<file path="src/rtl/pc_sequencer.sv">
// Instruction-fetch controller: owns the architectural PC, runs the imem
// request/ack handshake, presents instructions to the decoder and picks next_pc.
module pc_sequencer #(
    parameter logic [31:0] RESET_PC   = 32'h0040_0000,
    parameter logic [31:0] EXC_VECTOR = 32'h0040_0004
) (
    input  logic        clk,
    input  logic        rst_n,
    output logic        imem_req,
    output logic [31:0] imem_addr,
    input  logic        imem_ack,
    input  logic [31:0] imem_rdata,
    output logic        inst_valid,
    output logic [31:0] inst,
    output logic [31:0] inst_pc,
    input  logic        dec_accept,
    input  logic        br_taken,
    input  logic [15:0] br_imm16,
    input  logic        jmp,
    input  logic [25:0] jmp_index,
    input  logic        jr,
    input  logic [31:0] jr_target,
    input  logic        exc,
    input  logic        eret,
    input  logic [31:0] epc,
    output logic        addr_misalign,
    output logic [31:0] inst_count
);

    localparam int unsigned XLEN = 32;

    typedef enum logic [1:0] {
        ST_RESET = 2'd0,
        ST_FETCH = 2'd1,
        ST_VALID = 2'd2
    } state_t;

    state_t            r_state;
    state_t            w_state_nxt;
    logic [XLEN-1:0]   r_pc;
    logic [XLEN-1:0]   w_pc_nxt;
    logic [XLEN-1:0]   r_inst;
    logic [XLEN-1:0]   w_inst_nxt;
    logic [XLEN-1:0]   r_inst_pc;
    logic [XLEN-1:0]   w_inst_pc_nxt;
    logic [XLEN-1:0]   r_count;
    logic [XLEN-1:0]   w_count_nxt;
    logic              r_mis;
    logic              w_mis_nxt;
    logic              r_req;
    logic              r_valid;

    logic [XLEN-1:0]   w_seq;
    logic [XLEN-1:0]   w_br_off;
    logic [XLEN-1:0]   w_target;
    logic              w_tgt_mis;

    // Redirect target selection, highest priority first.
    assign w_seq    = r_inst_pc + XLEN'(4);
    assign w_br_off = {{14{br_imm16[15]}}, br_imm16, 2'b00};

    always_comb begin
        w_target = w_seq;
        if (exc) begin
            w_target = EXC_VECTOR;
        end else if (eret) begin
            w_target = epc;
        end else if (jr) begin
            w_target = jr_target;
        end else if (jmp) begin
            w_target = {w_seq[31:28], jmp_index, 2'b00};
        end else if (br_taken) begin
            w_target = w_seq + w_br_off;
        end
    end

    assign w_tgt_mis = |w_target[1:0];

    // Next-state and datapath update.
    always_comb begin
        w_state_nxt   = r_state;
        w_pc_nxt      = r_pc;
        w_inst_nxt    = r_inst;
        w_inst_pc_nxt = r_inst_pc;
        w_count_nxt   = r_count;
        w_mis_nxt     = 1'b0;
        case (r_state)
            ST_RESET: begin
                w_state_nxt = ST_FETCH;
            end
            ST_FETCH: begin
                if (imem_ack) begin
                    w_inst_nxt    = imem_rdata;
                    w_inst_pc_nxt = r_pc;
                    w_state_nxt   = ST_VALID;
                end
            end
            ST_VALID: begin
                if (dec_accept) begin
                    w_pc_nxt    = {w_target[31:2], 2'b00};
                    w_mis_nxt   = w_tgt_mis;
                    w_count_nxt = r_count + XLEN'(1);
                    w_state_nxt = ST_FETCH;
                end
            end
            default: begin
                w_state_nxt = ST_RESET;
            end
        endcase
    end

    // Handshake flags are registered from the next state so no output is combinational.
    always_ff @(posedge clk) begin
        if (!rst_n) begin
            r_state   <= ST_RESET;
            r_pc      <= RESET_PC;
            r_inst    <= '0;
            r_inst_pc <= '0;
            r_count   <= '0;
            r_mis     <= 1'b0;
            r_req     <= 1'b0;
            r_valid   <= 1'b0;
        end else begin
            r_state   <= w_state_nxt;
            r_pc      <= w_pc_nxt;
            r_inst    <= w_inst_nxt;
            r_inst_pc <= w_inst_pc_nxt;
            r_count   <= w_count_nxt;
            r_mis     <= w_mis_nxt;
            r_req     <= (w_state_nxt == ST_FETCH);
            r_valid   <= (w_state_nxt == ST_VALID);
        end
    end

    assign imem_req      = r_req;
    assign imem_addr     = r_pc;
    assign inst_valid    = r_valid;
    assign inst          = r_inst;
    assign inst_pc       = r_inst_pc;
    assign inst_count    = r_count;
    assign addr_misalign = r_mis;

endmodule
</file>
<file path="config.mk">
export PLATFORM = sky130hd
export DESIGN_NAME = pc_sequencer
export DESIGN_NICKNAME = d
export VERILOG_FILES = /design/src/rtl/pc_sequencer.sv
export SDC_FILE = /design/constraint.sdc
export NUM_CORES = 1
export LEC_CHECK = 0
export ABC_AREA = 1
export CORE_MARGIN = 3
export CORE_UTILIZATION = 35
export DETAILED_ROUTE_END_ITERATION = 16
export PLACE_DENSITY = 0.62
export SKIP_LAST_GASP = 1
export SLEW_MARGIN = 20
export SYNTH_ARGS = -nofsm -noshare
export SYNTH_HDL_FRONTEND = slang
export SYNTH_SLANG_ARGS = --single-unit
</file>
<file path="constraint.sdc">
create_clock -name clk -period 8.3 [get_ports clk]
set_clock_uncertainty 0.2 [all_clocks]
set_input_delay 1.245 -clock clk [delete_from_list [all_inputs] [get_ports clk]]
set_output_delay 1.245 -clock clk [all_outputs]
set_load 0.02 [all_outputs]
</file>
* After elaboration in Yosys (flattened, before gate mapping)
Index checks and enable logic that the tools add are counted.
** Cells by class
- Add/subtract/negate cells :: 3
- Equal/unequal tests :: 4
- Muxes and demuxes :: 8
- Reduce and logical (&&, ||, !) cells :: 5
** Operators by type and width (count)
- two-way mux 32 bit :: 5
- adder 32 x 1 -> 32 bit, second input constant :: 1
- adder 32 x 3 -> 32 bit, second input constant :: 1
- adder 32 bit :: 1
- one-hot mux 2 bit (3 select lines) :: 1
- equality test 2 x 1 -> 1 bit, second input constant :: 2
- equality test 2 bit, second input constant :: 2
- two-way mux 2 bit :: 2
- AND reduction 2 bit :: 2
- AND reduction 3 bit :: 1
- zero test 2 bit :: 1
- OR reduction 2 bit :: 1
** Storage, ports and cells
- Bits in registers :: 129
- Logic and storage cells :: 28

* Longest topological paths before layout
Gate-level depths: netlist (run 1).
- Depth after elaboration :: 8
- Mapped depth :: 25
- Mapped depth without buffers :: 25

* Least setup slack after synthesis (run 1)
OpenSTA, ideal clock, no wires.
- Path type :: in2reg
- Start point :: in br_imm16[0]
- End point :: reg r_pc[12] (netlist: imem_addr[12])
- Arrival :: 2967 ps
- Setup slack :: 5001 ps
- Cell stages on the path :: 14
- Buffers on the path :: 0
- Cell sequence :: ha_1 > inv_1 > fa_1 > o21ai_0 > nand2_1 > nand2_1 > nand2_1 > nand2_1 > xnor2_1 > nor2_1 > o21ai_0 > nand2_1 > nand2_1 > a21oi_1
** On the way
- Longest elaborated chain between the ends :: 6
** RTL lines
- from (decl) :: line 18 : input logic [15:0] br_imm16,
- adder 32 bit :: line 73 : w_target = w_seq + w_br_off;
- two-way mux 32 bit :: line 72 : end else if (br_taken) begin
- two-way mux 32 bit :: line 70 : end else if (jmp) begin
- two-way mux 32 bit :: line 68 : end else if (jr) begin
- two-way mux 32 bit :: line 66 : end else if (eret) begin
- two-way mux 32 bit :: line 64 : if (exc) begin
- to (signal assigned) :: line 125 : r_pc <= w_pc_nxt;
- to (decl) :: line 40 : logic [XLEN-1:0] r_pc;
Every way passes these cells.
A chain may end at the register's enable or synchronous reset.

* Final worst setup path (run 1)
- Start point :: in br_taken
- End point :: reg r_pc[19] (netlist: imem_addr[19])
** On the way
- Longest elaborated chain between the ends :: 5
** RTL lines
- from (decl) :: line 17 : input logic br_taken,
- two-way mux 32 bit :: line 72
- two-way mux 32 bit :: line 70
- two-way mux 32 bit :: line 68
- two-way mux 32 bit :: line 66
- two-way mux 32 bit :: line 64
Every way passes these cells.

==> impl_results.md, run 1 <==
- Status: finished clean
- RSZ-0062 raised after global routing: no
- Pwr/cell area: 149.2 nW/um^2
- Layout cell share with drive strength beyond 1: 0.03725
- Hold Fails Final Rpt: 0
- Fin Hold WS: 273.7 ps
- First-pass GRT wire length: 54,380 um
- Achievable Freq: 244.9 MHz
- Actual slew at the worst max-slew pin: approximately 1000 ps
- Final Max Slew Viols: 0
- Crit Reg-Reg Startpoint: inst_pc[3]$_SDFFE_PN0P_
- Wirelength per Cell: roughly 17 um
- Area of the multi-input gates: 5507 sq um
- Required @ worst endpoint: 8380 ps
- Seq/Total Area, Yosys: 0.2898
- Most used DFF post-synth: dfxtp_1
- Number of buffers created by CTS: 17
- Period minus WS final: 4083 ps
- DR vias/cell: 4.995
- Sink Count: 129
- Initial DRC count: 770
- Gr usage total: 0.2579
- Crit end category: flop
- Finished Layout Cells: around 2,100
- Post-Place Worst Slack: roughly 3800 ps
- Clk_lat worst skew: 420 ps
- TritonCTS clock tree: done
- Static Leak: about 5.5 nW
- Critical path arrival: 4160 ps
- Clock root cell: clkbuf_16
- Max-Cap Viols: 0
- Final net count: 1,916
- Final instance area: roughly 12,000 sq um
- Gpl congestion: 0.9386
- Die ar.: 27,420 sq um
- RR Endpoint: imem_addr[21]$_SDFFE_PN0P_
- Die Span X: 165.6 um
- Placed insts: slightly above 2,000
- Mapped Cells: 1,486
- Initial antenna violation count: 5
- DRC: 0
- Row cnt: 57
- R2r setup slk: 4340 ps
- Reg2reg path depth: 19
- Post-Syn Area: between 8000 and 9000 sq um
- Post-DP HPWL: 28,160 um
- Core Area: 24,680 sq um
- #FFs+latches synth: 129
- Largest net degree at the start of global routing: 79
- Number of global-route vias before repair: 9,784
- Total congestion overflow: 0
- Layout filler cell count: 2,604
- Fin worst setup slack: 4217 ps
- Port bufs: 273
- Ports: 278
- Min-Delay Startpoint: inst_count[7]$_SDFFE_PN0P_
- Crit Path Max Fanout: 30
- Final WL: 35,940 um
- Placed cell area: 11,890 sq um
- Post-synth cell types: 43
- Final setup vio count: 0
- Die Height: 165.6 um
- Yosys warning count: 0
- Total power: 1.861 mW
- Number of enable flip-flop cells after synthesis: 0
- Final Util: 0.5056
- Starting Density: 0.3612
- Asr flop ratio synth: 0
- Syn avg cell area: 5.998 sq um
- Hold path depth: 2
- Final setup TNS: 0 ps
- # Post-CTS Setup Buffers: 0
- Critical Path Source Type: input pin
- Clock Pin Slew Worst Setup and Hold Paths: 60 ps
- Vias: 10,340
- Critical path type: input pin to flop
- Max IR drop VDD: 106.7 uV
- Hold EP: inst_count[7]$_SDFFE_PN0P_
- Antenna Nets Post-Route: 0
- CTS Buffer Depth: 2
- Tcrit/Tclk final: 0.4919
- Slew headroom: 0.3013
- Area Growth Syn to Fin: 39.98%
- Post-CTS Hold Buffers: 0
- Hold Crit Class: flop to flop
- Detailed-router iteration count before antenna repair: 5
- # resized after CTS: 0
- H-Tree Level Count: 4
- Register area: 2582 sq um
==> kinds of logic after synthesis <==
group                    share of synthesized area
adder cells (fa/ha/maj)                    0.05279
other                                    0.0004208
AO/OA/AOI/OAI                               0.1659
buffers and inverters                      0.09392
flip-flops                                  0.2898
XOR/XNOR                                   0.03833
AND/OR/NAND/NOR                             0.3588
==> worst max path at each step <==
| stage | startpoint | to | slack [ps] | cells after the start |
|---|---|---|---|---|
| final | br_taken | imem_addr[19]$_SDFFE_PN0P_ | 4220 | 11 |
| after global routing | inst_pc[3]$_SDFFE_PN0P_ | imem_addr[22]$_SDFFE_PN1P_ | 3870 | 22 |
| after CTS | br_taken | imem_addr[19]$_SDFFE_PN0P_ | 4240 | 11 |
| after detailed placement | br_taken | imem_addr[19]$_SDFFE_PN0P_ | 3830 | 11 |
| after global placement | br_taken | imem_addr[19]$_SDFFE_PN0P_ | 3820 | 11 |
| after floorplan | br_imm16[0] | imem_addr[12]$_SDFFE_PN0P_ | 5000 | 14 |
==> cell type report <==
cell class | instances | share of cell area
diodes | 2 | 0.0004012
clock buffers | 18 | 0.03440
clock inverters | 14 | 0.01254
inverters | 162 | 0.04874
multi-input cells | 1141 | 0.4414
flip-flops and latches | 129 | 0.2070
well taps | 324 | 0.03249
repair buffers | 281 | 0.2230
==> power breakdown <==
group	internal (mW)	switching [mW]	total [mW]
Clock	0.446	0.297	0.743
Sequential	0.644	0.0268	0.671
Combinational	0.189	0.258	0.446
Total	1.28	0.582	1.86
==> cells in the mapped netlist, types with 2 or more instances <==
cell type    n  area (sq um)
xnor2_1     16         140.1
nand2_1    377          1415
o21bai_1    11         82.58
nor3_1      20         100.1
or2_2        4         25.02
and2_1       4         25.02
dfxtp_1    129          2582
inv_1      157         589.3
nor3b_1      2         15.01
nand4_1     14         87.58
nand3_1     60         300.3
clkinv_1     2         7.510
nor2_2       3         18.77
o21ai_0    117         585.6
a21oi_1    129         645.6
buf_4        4         30.03
inv_2        3         11.26
ha_1        36         450.4
nor2_1     284          1066
nand2_2      3         18.77
o211ai_1     8         60.06
a21o_1       2         15.01
xor2_1      23         201.4
nor2_4       3         33.78
o21a_1       5         37.54
clkbuf_1    53         198.9
==> flip-flops by register name, indices dropped and copies added (netlist names) <==
register / cells
inst_valid: 1
inst_pc: 30
imem_addr: 30
r_state: 2
addr_misalign: 1
imem_req: 1
inst: 32
inst_count: 32
==> placed cells by master, fill, tap and decap left out, types with 4 or more instances in the layout <==
| cell | count |
|---|---|
| a21oi_1 | 129 |
| and2_1 | 4 |
| buf_4 | 8 |
| clkbuf_16 | 17 |
| clkdlybuf4s50_1 | 271 |
| conb_1 | 4 |
| dfxtp_1 | 129 |
| ha_1 | 36 |
| inv_1 | 155 |
| inv_2 | 4 |
| nand2_1 | 377 |
| nand3_1 | 60 |
| nand4_1 | 14 |
| nor2_1 | 283 |
| nor2_2 | 4 |
| nor3_1 | 20 |
| o211ai_1 | 8 |
| o21a_1 | 5 |
| o21ai_0 | 117 |
| o21bai_1 | 11 |
| or2_2 | 4 |
| xnor2_1 | 16 |
| xor2_1 | 23 |
==> layer usage <==
| metal | share of wire | track usage |
|---|---|---|
| met1 | 0.42 | 0.3276 |
| met5 | 0.00083 | 0 |
| met2 | 0.46 | 0.4251 |
| met3 | 0.087 | 0.06860 |
| met4 | 0.026 | 0.08469 |
==> critical path, cell delays in order <==
cell,delay (ps)
clkdlybuf4s50_1,460
buf_4,320
inv_1,410
nor2_1,800
inv_1,330
o21ai_0,160
o21ai_0,110
nand2_1,60
nand2_1,110
nand2_1,80
a21oi_1,50
(Power assumes the default switching activity.)
==> run 2: changes to the inputs <==
==> constraint.sdc (replaced) <==
create_clock -name clk -period 3.9 [get_ports clk]
set_clock_uncertainty 0.2 [all_clocks]
set_input_delay 0.585 -clock clk [delete_from_list [all_inputs] [get_ports clk]]
set_output_delay 0.585 -clock clk [all_outputs]
set_load 0.02 [all_outputs]
==> run 2 against run 1 <==
Sequential share of layout area fell by 0.24 points; largest power group unchanged; critical path type is now flop to flop; critical path depth rose by 10; die area did not move; sequential power rose by 110%; register-to-register slack got worse by 4000 ps; via count rose by 0.25%.
==> impl_results.md, run 2 (synthesized netlist as in run 1, its figures left out) <==
- Port bufs: 273 (unchanged)
- Required @ worst endpoint: 3990 ps (was 8380 ps)
- Layout cell share with drive strength beyond 1: 0.04778 (was 0.03725)
- Clk_lat worst skew: 420 ps (about the same)
- # Post-CTS Setup Buffers: 0 (unchanged)
- Post-DP HPWL: 28,360 um (was 28,160 um)
- Max IR drop VDD: 289.2 uV (was 106.7 uV)
- Area Growth Syn to Fin: 41.67% (was 39.98%)
- Number of global-route vias before repair: 9,918 (was 9,784)
- Critical path type: flop to flop (was input pin to flop)
- # resized after CTS: 0 (unchanged)
- Setup crit start: inst_pc[2]$_SDFFE_PN0P_ (was br_taken)
- Slew headroom: 0.3682 (was 0.3013)
- Min-Delay Startpoint: inst_count[7]$_SDFFE_PN0P_ (unchanged)
- Final Max Slew Viols: 0 (unchanged)
- Sink Count: 129 (unchanged)
- Crit Reg-Reg Startpoint: inst_pc[2]$_SDFFE_PN0P_ (was inst_pc[3]$_SDFFE_PN0P_)
- Hold Crit Class: flop to flop (unchanged)
- Comb power frac: 0.240 (about the same)
- Switch share: 0.3146 (was 0.3125)
- Clock share of power: 0.407 (was 0.399)
- Antenna Nets Post-Route: 0 (unchanged)
- Number of buffers created by CTS: 17 (unchanged)
- Pwr/cell area: 319.3 nW/um^2 (was 149.2 nW/um^2)
- Initial antenna violation count: 5 (unchanged)
- CTS Buffer Depth: 2 (unchanged)
- Layout filler cell count: 2,615 (was 2,604)
- Die Span X: 165.6 um (unchanged)
- DRC: 0 (unchanged)
- Largest net degree at the start of global routing: 78 (was 79)
- Seq pwr share: 0.353 (was 0.361)
- Static Leak: 5.568 nW (was 5.478 nW)
- Clock root cell: clkbuf_16 (unchanged)
- Ports: 278 (unchanged)
- Final setup TNS: 0 ps (unchanged)
- Gr usage total: 0.2568 (was 0.2579)
- Int Pwr: 2.764 mW (was 1.279 mW)
- Final setup vio count: 0 (unchanged)
- Tcrit/Tclk final: 0.9254
- Row cnt: 57 (unchanged)
- Actual slew at the worst max-slew pin: 941.9 ps (was 1047 ps)
- Switch Pwr: 1.268 mW (was 581.5 uW)
- Status: finished clean (unchanged)
- Gpl congestion: 0.9604 (was 0.9386)
- Die ar.: 27,420 sq um (unchanged)
- Post-CTS Hold Buffers: 0 (unchanged)
- Period minus WS final: 3609 ps
- Die Height: 165.6 um (unchanged)
- Area of the multi-input gates: 5522 sq um (was 5507 sq um)
- Max-Cap Viols: 0 (unchanged)
- Initial DRC count: 773 (was 770)
- DR vias/cell: 4.974 (was 4.995)
- Clock Pin Slew Worst Setup and Hold Paths: 60 ps (about the same)
- Register area: 2584 sq um (was 2582 sq um)
- Crit end category: flop (unchanged)
- Detailed-router iteration count before antenna repair: 5 (unchanged)
- RSZ-0062 raised after global routing: yes (was no)
- Vias: 10,370 (was 10,340)
- Starting Density: 0.3612 (unchanged)
- Core Area: 24,680 sq um (unchanged)
- Final WL: 35,960 um (was 35,940 um)
- Achievable Freq: 277.1 MHz
- H-Tree Level Count: 4 (unchanged)
- Critical path arrival: 3700 ps (was 4160 ps)
- TritonCTS clock tree: done (unchanged)
- Total congestion overflow: 0 (unchanged)
- Final net count: 1,929 (was 1,916)
- Wirelength per Cell: 17.25 um (was 17.35 um)
- Hold Fails Final Rpt: 0 (unchanged)
- Final instance area: 12,630 sq um (was 12,480 sq um)
- Most common cell after layout, fill and taps aside: nand2_1 (unchanged)
- Most frequent cells in the layout: nand2_1 (377), nor2_1 (281), clkdlybuf4s50_1 (271) (was nand2_1 (377), nor2_1 (283), clkdlybuf4s50_1 (271))
- Placed cell area: 12,000 sq um (was 11,890 sq um)
- First-pass GRT wire length: 54,250 um (was 54,380 um)
- Critical Path Source Type: flop (was input pin)
- Crit Path Max Fanout: 6 (was 30)
==> run 2: per-stage QoR <==
stage	total power [mW]	instances	utilization	setup WS [ps]	hold slack [ps]
floorplan	1.960	1489	-	788.6	307.3
global placement	2.404	2050	0.4861	255.3	258.5
detailed placement	2.406	2050	0.4861	194.0	256.8
CTS	4.052	2082	0.5107	189.0	274.2
global route	4.214	2085	0.5117	-51.78	290.9
finish	4.032	2085	0.5117	290.8	273.6
==> run 2: power groups by stage <==
stage	sequential, mW	clock (mW)	combinational (mW)
4_1_cts	1.42	1.67	0.960
2_1_floorplan	1.50	0	0.460
6_report	1.42	1.64	0.966
3_3_place_gp	1.45	0	0.954
3_5_place_dp	1.45	0	0.955
5_1_grt	1.43	1.72	1.06
==> run 2: cell type report <==
class / count / share of cell area
Inverter: 162 / 0.04816
Sequential cell: 129 / 0.2046
Multi-Input combinational cell: 1141 / 0.4373
Timing Repair Buffer: 294 / 0.2291
Tap cell: 324 / 0.03211
Antenna cell: 3 / 0.0005946
Clock buffer: 18 / 0.03478
Clock inverter: 14 / 0.01328
==> run 2: metal layers <==
| layer | GRT usage | part of all wire | up-vias |
|---|---|---|---|
| li1 | - | - | 5254 |
| met1 | 0.3245 | 0.42 | 4727 |
| met2 | 0.4281 | 0.47 | 337 |
| met3 | 0.06785 | 0.077 | 48 |
| met4 | 0.07940 | 0.024 | 4 |
| met5 | 0 | 0.00064 | - |
==> run 2: path summary, 6_finish.rpt <==
kind | slack (ps) | cells after the start | to
max | 290 | 21 | imem_addr[21]$_SDFFE_PN0P_
min | 270 | 2 | inst_count[7]$_SDFFE_PN0P_
max reg2reg | 290 | 21 | imem_addr[21]$_SDFFE_PN0P_
min reg2reg | 270 | 2 | inst_count[7]$_SDFFE_PN0P_
==> run 2: critical path, stage by stage (launching register included) <==
cell,delay (ps)
dfxtp_1,420
ha_1,220
inv_1,80
nor2_2,170
nand2_1,170
nor2_1,170
xor2_1,200
inv_1,70
ha_1,360
nand2_1,120
nor2_1,180
inv_1,90
nor2_2,180
nand4_1,210
nand3_1,160
nand2_1,60
nand3_1,90
nand2_1,70
nand2_1,60
nand2_1,80
nand2_1,70
a21oi_1,50
==> run 3: changes to the inputs <==
==> constraint.sdc (replaced) <==
create_clock -name clk -period 3.7 [get_ports clk]
set_clock_uncertainty 0.2 [all_clocks]
set_input_delay 0.74 -clock clk [delete_from_list [all_inputs] [get_ports clk]]
set_output_delay 0.74 -clock clk [all_outputs]
set_load 0.02 [all_outputs]
==> run 3 against run 2 <==
Via count down 0.14%; sequential power is 6% higher; total power rose by 4.4%; highest routed layer unchanged.
==> impl_results.md, run 3 (synthesized netlist as in run 1, its figures left out) <==
- Status: finished clean (unchanged)
- Fin worst setup slack: 276.8 ps (was 290.8 ps)
- Pwr/cell area: 330.0 nW/um^2 (was 319.3 nW/um^2)
- Ports: 278 (unchanged)
- Max IR drop VDD: 270.1 uV (was 289.2 uV)
- Largest stage delay, worst path: 370 ps (was 420 ps)
- Met2 wire length: 16,940 um (was 17,020 um)
- Switch Pwr: 1.243 mW (was 1.268 mW)
- Sequence of cells on the critical path: ha_1 > nand2_1 > nor2_1 > and2_1 > nand2_1 > xor2_1 > inv_1 > ha_1 > nand2_1 > o21bai_1 > inv_1 > nand2_1 > inv_1 > nand2_1 > xor2_1 > nand2_1 > nand2_1 > nand2_1 > nand2_1 > nand2_1 > a21oi_1 (was ha_1 > inv_1 > nor2_2 > nand2_1 > nor2_1 > xor2_1 > inv_1 > ha_1 > nand2_1 > nor2_1 > inv_1 > nor2_2 > nand4_1 > nand3_1 > nand2_1 > nand3_1 > nand2_1 > nand2_1 > nand2_1 > nand2_1 > a21oi_1)
- Most frequent cells in the layout: nand2_1 (376), nor2_1 (279), clkdlybuf4s50_1 (271) (was nand2_1 (377), nor2_1 (281), clkdlybuf4s50_1 (271))
- Critical path type: flop to flop (unchanged)
- Initial DRC count: 731 (was 773)
- Final setup vio count: 0 (unchanged)
- Number of buffers created by CTS: 17 (unchanged)
- Buf/Inv on CP: 3 (unchanged)
- Final net count: 1,940 (was 1,929)
- Period minus WS final: 3423 ps (was 3609 ps)
- Clock root cell: clkbuf_16 (unchanged)
- Fin Hold WS: 278.7 ps (was 273.6 ps)
- Met1 WL: 15,240 um (was 15,270 um)
- First-pass GRT wire length: 54,320 um (was 54,250 um)
- Actual slew at the worst max-slew pin: 630.1 ps (was 941.9 ps)
- Die ar.: 27,420 sq um (unchanged)
- Clk_lat worst skew: 410 ps (was 420 ps)
- Finished Layout Cells: 2,092 (was 2,085)
- Required @ worst endpoint: 3840 ps (was 3990 ps)
- Tcrit/Tclk final: 0.9252 (was 0.9254)
- Critical Path Source Type: flop (unchanged)
- Clock Pin Slew Worst Setup and Hold Paths: 60 ps (about the same)
- Final Max Slew Viols: 0 (unchanged)
- Int Pwr: 2.967 mW (was 2.764 mW)
- Wirelength per Cell: 17.15 um (was 17.25 um)
- # diodes: 0 (was 3)
- Antenna Nets Post-Route: 0 (unchanged)
- Most common cell after layout, fill and taps aside: nand2_1 (unchanged)
- Gpl congestion: 1.061 (was 0.9604)
- Post-CTS Hold Buffers: 0 (unchanged)
- Crit end category: flop (unchanged)
- CTS Buffer Depth: 2 (unchanged)
- Max-Cap Viols: 0 (unchanged)
- Layout cell share with drive strength beyond 1: 0.05939 (was 0.04778)
- Comb power frac: 0.246 (was 0.240)
- Total power: 4.210 mW (was 4.032 mW)
- Final Util: 0.5170 (was 0.5117)
- Post-DP HPWL: 28,380 um (was 28,360 um)
- Placed insts: 2,060 (was 2,050)
- Hold Fails Final Rpt: 0 (unchanged)
- Vias: 10,360 (was 10,370)
- Slowest cell on the critical path: dfxtp_2 (was dfxtp_1)
- RSZ-0062 raised after global routing: yes (unchanged)
- DR vias/cell: 4.950 (was 4.974)
- Area Growth Syn to Fin: 43.16% (was 41.67%)
- Critical path's most frequent cell: nand2_1 (unchanged)
- Die Span X: 165.6 um (unchanged)
- Largest net degree at the start of global routing: 56 (was 78)
- Port bufs: 273 (unchanged)
- Sink Count: 129 (unchanged)
- Layout filler cell count: 2,603 (was 2,615)
- Switch share: 0.2953 (was 0.3146)
- Uppermost layer routed: met5 (unchanged)
- Critical path arrival: 3560 ps (was 3700 ps)
- Row cnt: 57 (unchanged)
- Die Height: 165.6 um (unchanged)
- TritonCTS clock tree: done (unchanged)
- Achievable Freq: 292.1 MHz (was 277.1 MHz)
- Slew headroom: 0.5799 (was 0.3682)
- Detailed-router iteration count before antenna repair: 5 (unchanged)
- Number of global-route vias before repair: 10,050 (was 9,918)
- H-Tree Level Count: 4 (unchanged)
- Seq pwr share: 0.356 (was 0.353)
- Hold Crit Class: flop to flop (unchanged)
- Gr usage total: 0.2579 (was 0.2568)
- CP delay by family, top: simple AND/OR/NAND/NOR gates (unchanged)
- DRC: 0 (unchanged)
- Final WL: 35,890 um (was 35,960 um)
- Crit Path Max Fanout: 6 (unchanged)
- Total congestion overflow: 0 (unchanged)
- Post-Place Worst Slack: 127.6 ps (was 194.0 ps)
- Clock share of power: 0.399 (was 0.407)
- Starting Density: 0.3612 (unchanged)
- Initial antenna violation count: 2 (was 5)
- Core Area: 24,680 sq um (unchanged)
- WL met3: 2634 um (was 2776 um)
- Static Leak: 5.635 nW (was 5.568 nW)
## run 3: path summary, 6_finish.rpt
path                                   start                    endpoint  slack, ps  cells after the start
setup / recovery     inst_pc[2]$_SDFFE_PN0P_  imem_addr[17]$_SDFFE_PN0P_        280                     21
hold / removal    inst_count[7]$_SDFFE_PN0P_  inst_count[7]$_SDFFE_PN0P_        280                      2
setup reg to reg     inst_pc[2]$_SDFFE_PN0P_  imem_addr[17]$_SDFFE_PN0P_        280                     21
hold reg to reg   inst_count[7]$_SDFFE_PN0P_  inst_count[7]$_SDFFE_PN0P_        280                      2
## run 3: repair_timing
action	in CTS	in global routing
buffers inserted	0	1
setup endpoints to repair	0	21
gates resized for setup	0	21
## run 3: worst register-to-register path: stages (launching register included)
cell,delay (ps)
dfxtp_2,370
ha_1,160
nand2_1,50
nor2_1,190
and2_1,240
nand2_1,90
xor2_1,160
inv_1,90
ha_1,370
nand2_1,130
o21bai_1,320
inv_1,70
nand2_1,110
inv_1,50
nand2_1,70
xor2_1,140
nand2_1,60
nand2_1,60
nand2_1,120
nand2_1,150
nand2_1,60
a21oi_1,110
## run 3: layout make-up
cell class                      instances  area, sq um  area share
Multi-Input combinational cell       1141         5565      0.4362
Tap cell                              324        405.4     0.03177
Clock buffer                           22        454.2     0.03560
Timing Repair Buffer                  305         3000      0.2352
Inverter                              162        608.1     0.04766
Clock inverter                          9        133.9     0.01049
Sequential cell                       129         2591      0.2031
## run 3: power by group through the flow
stage	sequential [mW]	clock, mW	combinational [mW]
6_report	1.50	1.68	1.03
5_1_grt	1.50	1.78	1.14
4_1_cts	1.49	1.71	1.03
3_5_place_dp	1.52	0	1.02
3_3_place_gp	1.52	0	1.02
2_1_floorplan	1.58	0	0.484
## run 3: metrics by stage
stage	cell area, sq um	setup TNS (ps)
2_1_floorplan	8924	0
3_3_place_gp	12100	0
3_5_place_dp	12100	0
4_1_cts	12680	0
5_1_grt	12760	-33.22
6_report	12760	0
## run 3: layer usage
layer  GRT usage  up-vias
met2      0.4348      310
met4     0.08053        4
met1      0.3236     4710
met5           0        -
li1            -     5279
met3     0.06485       53
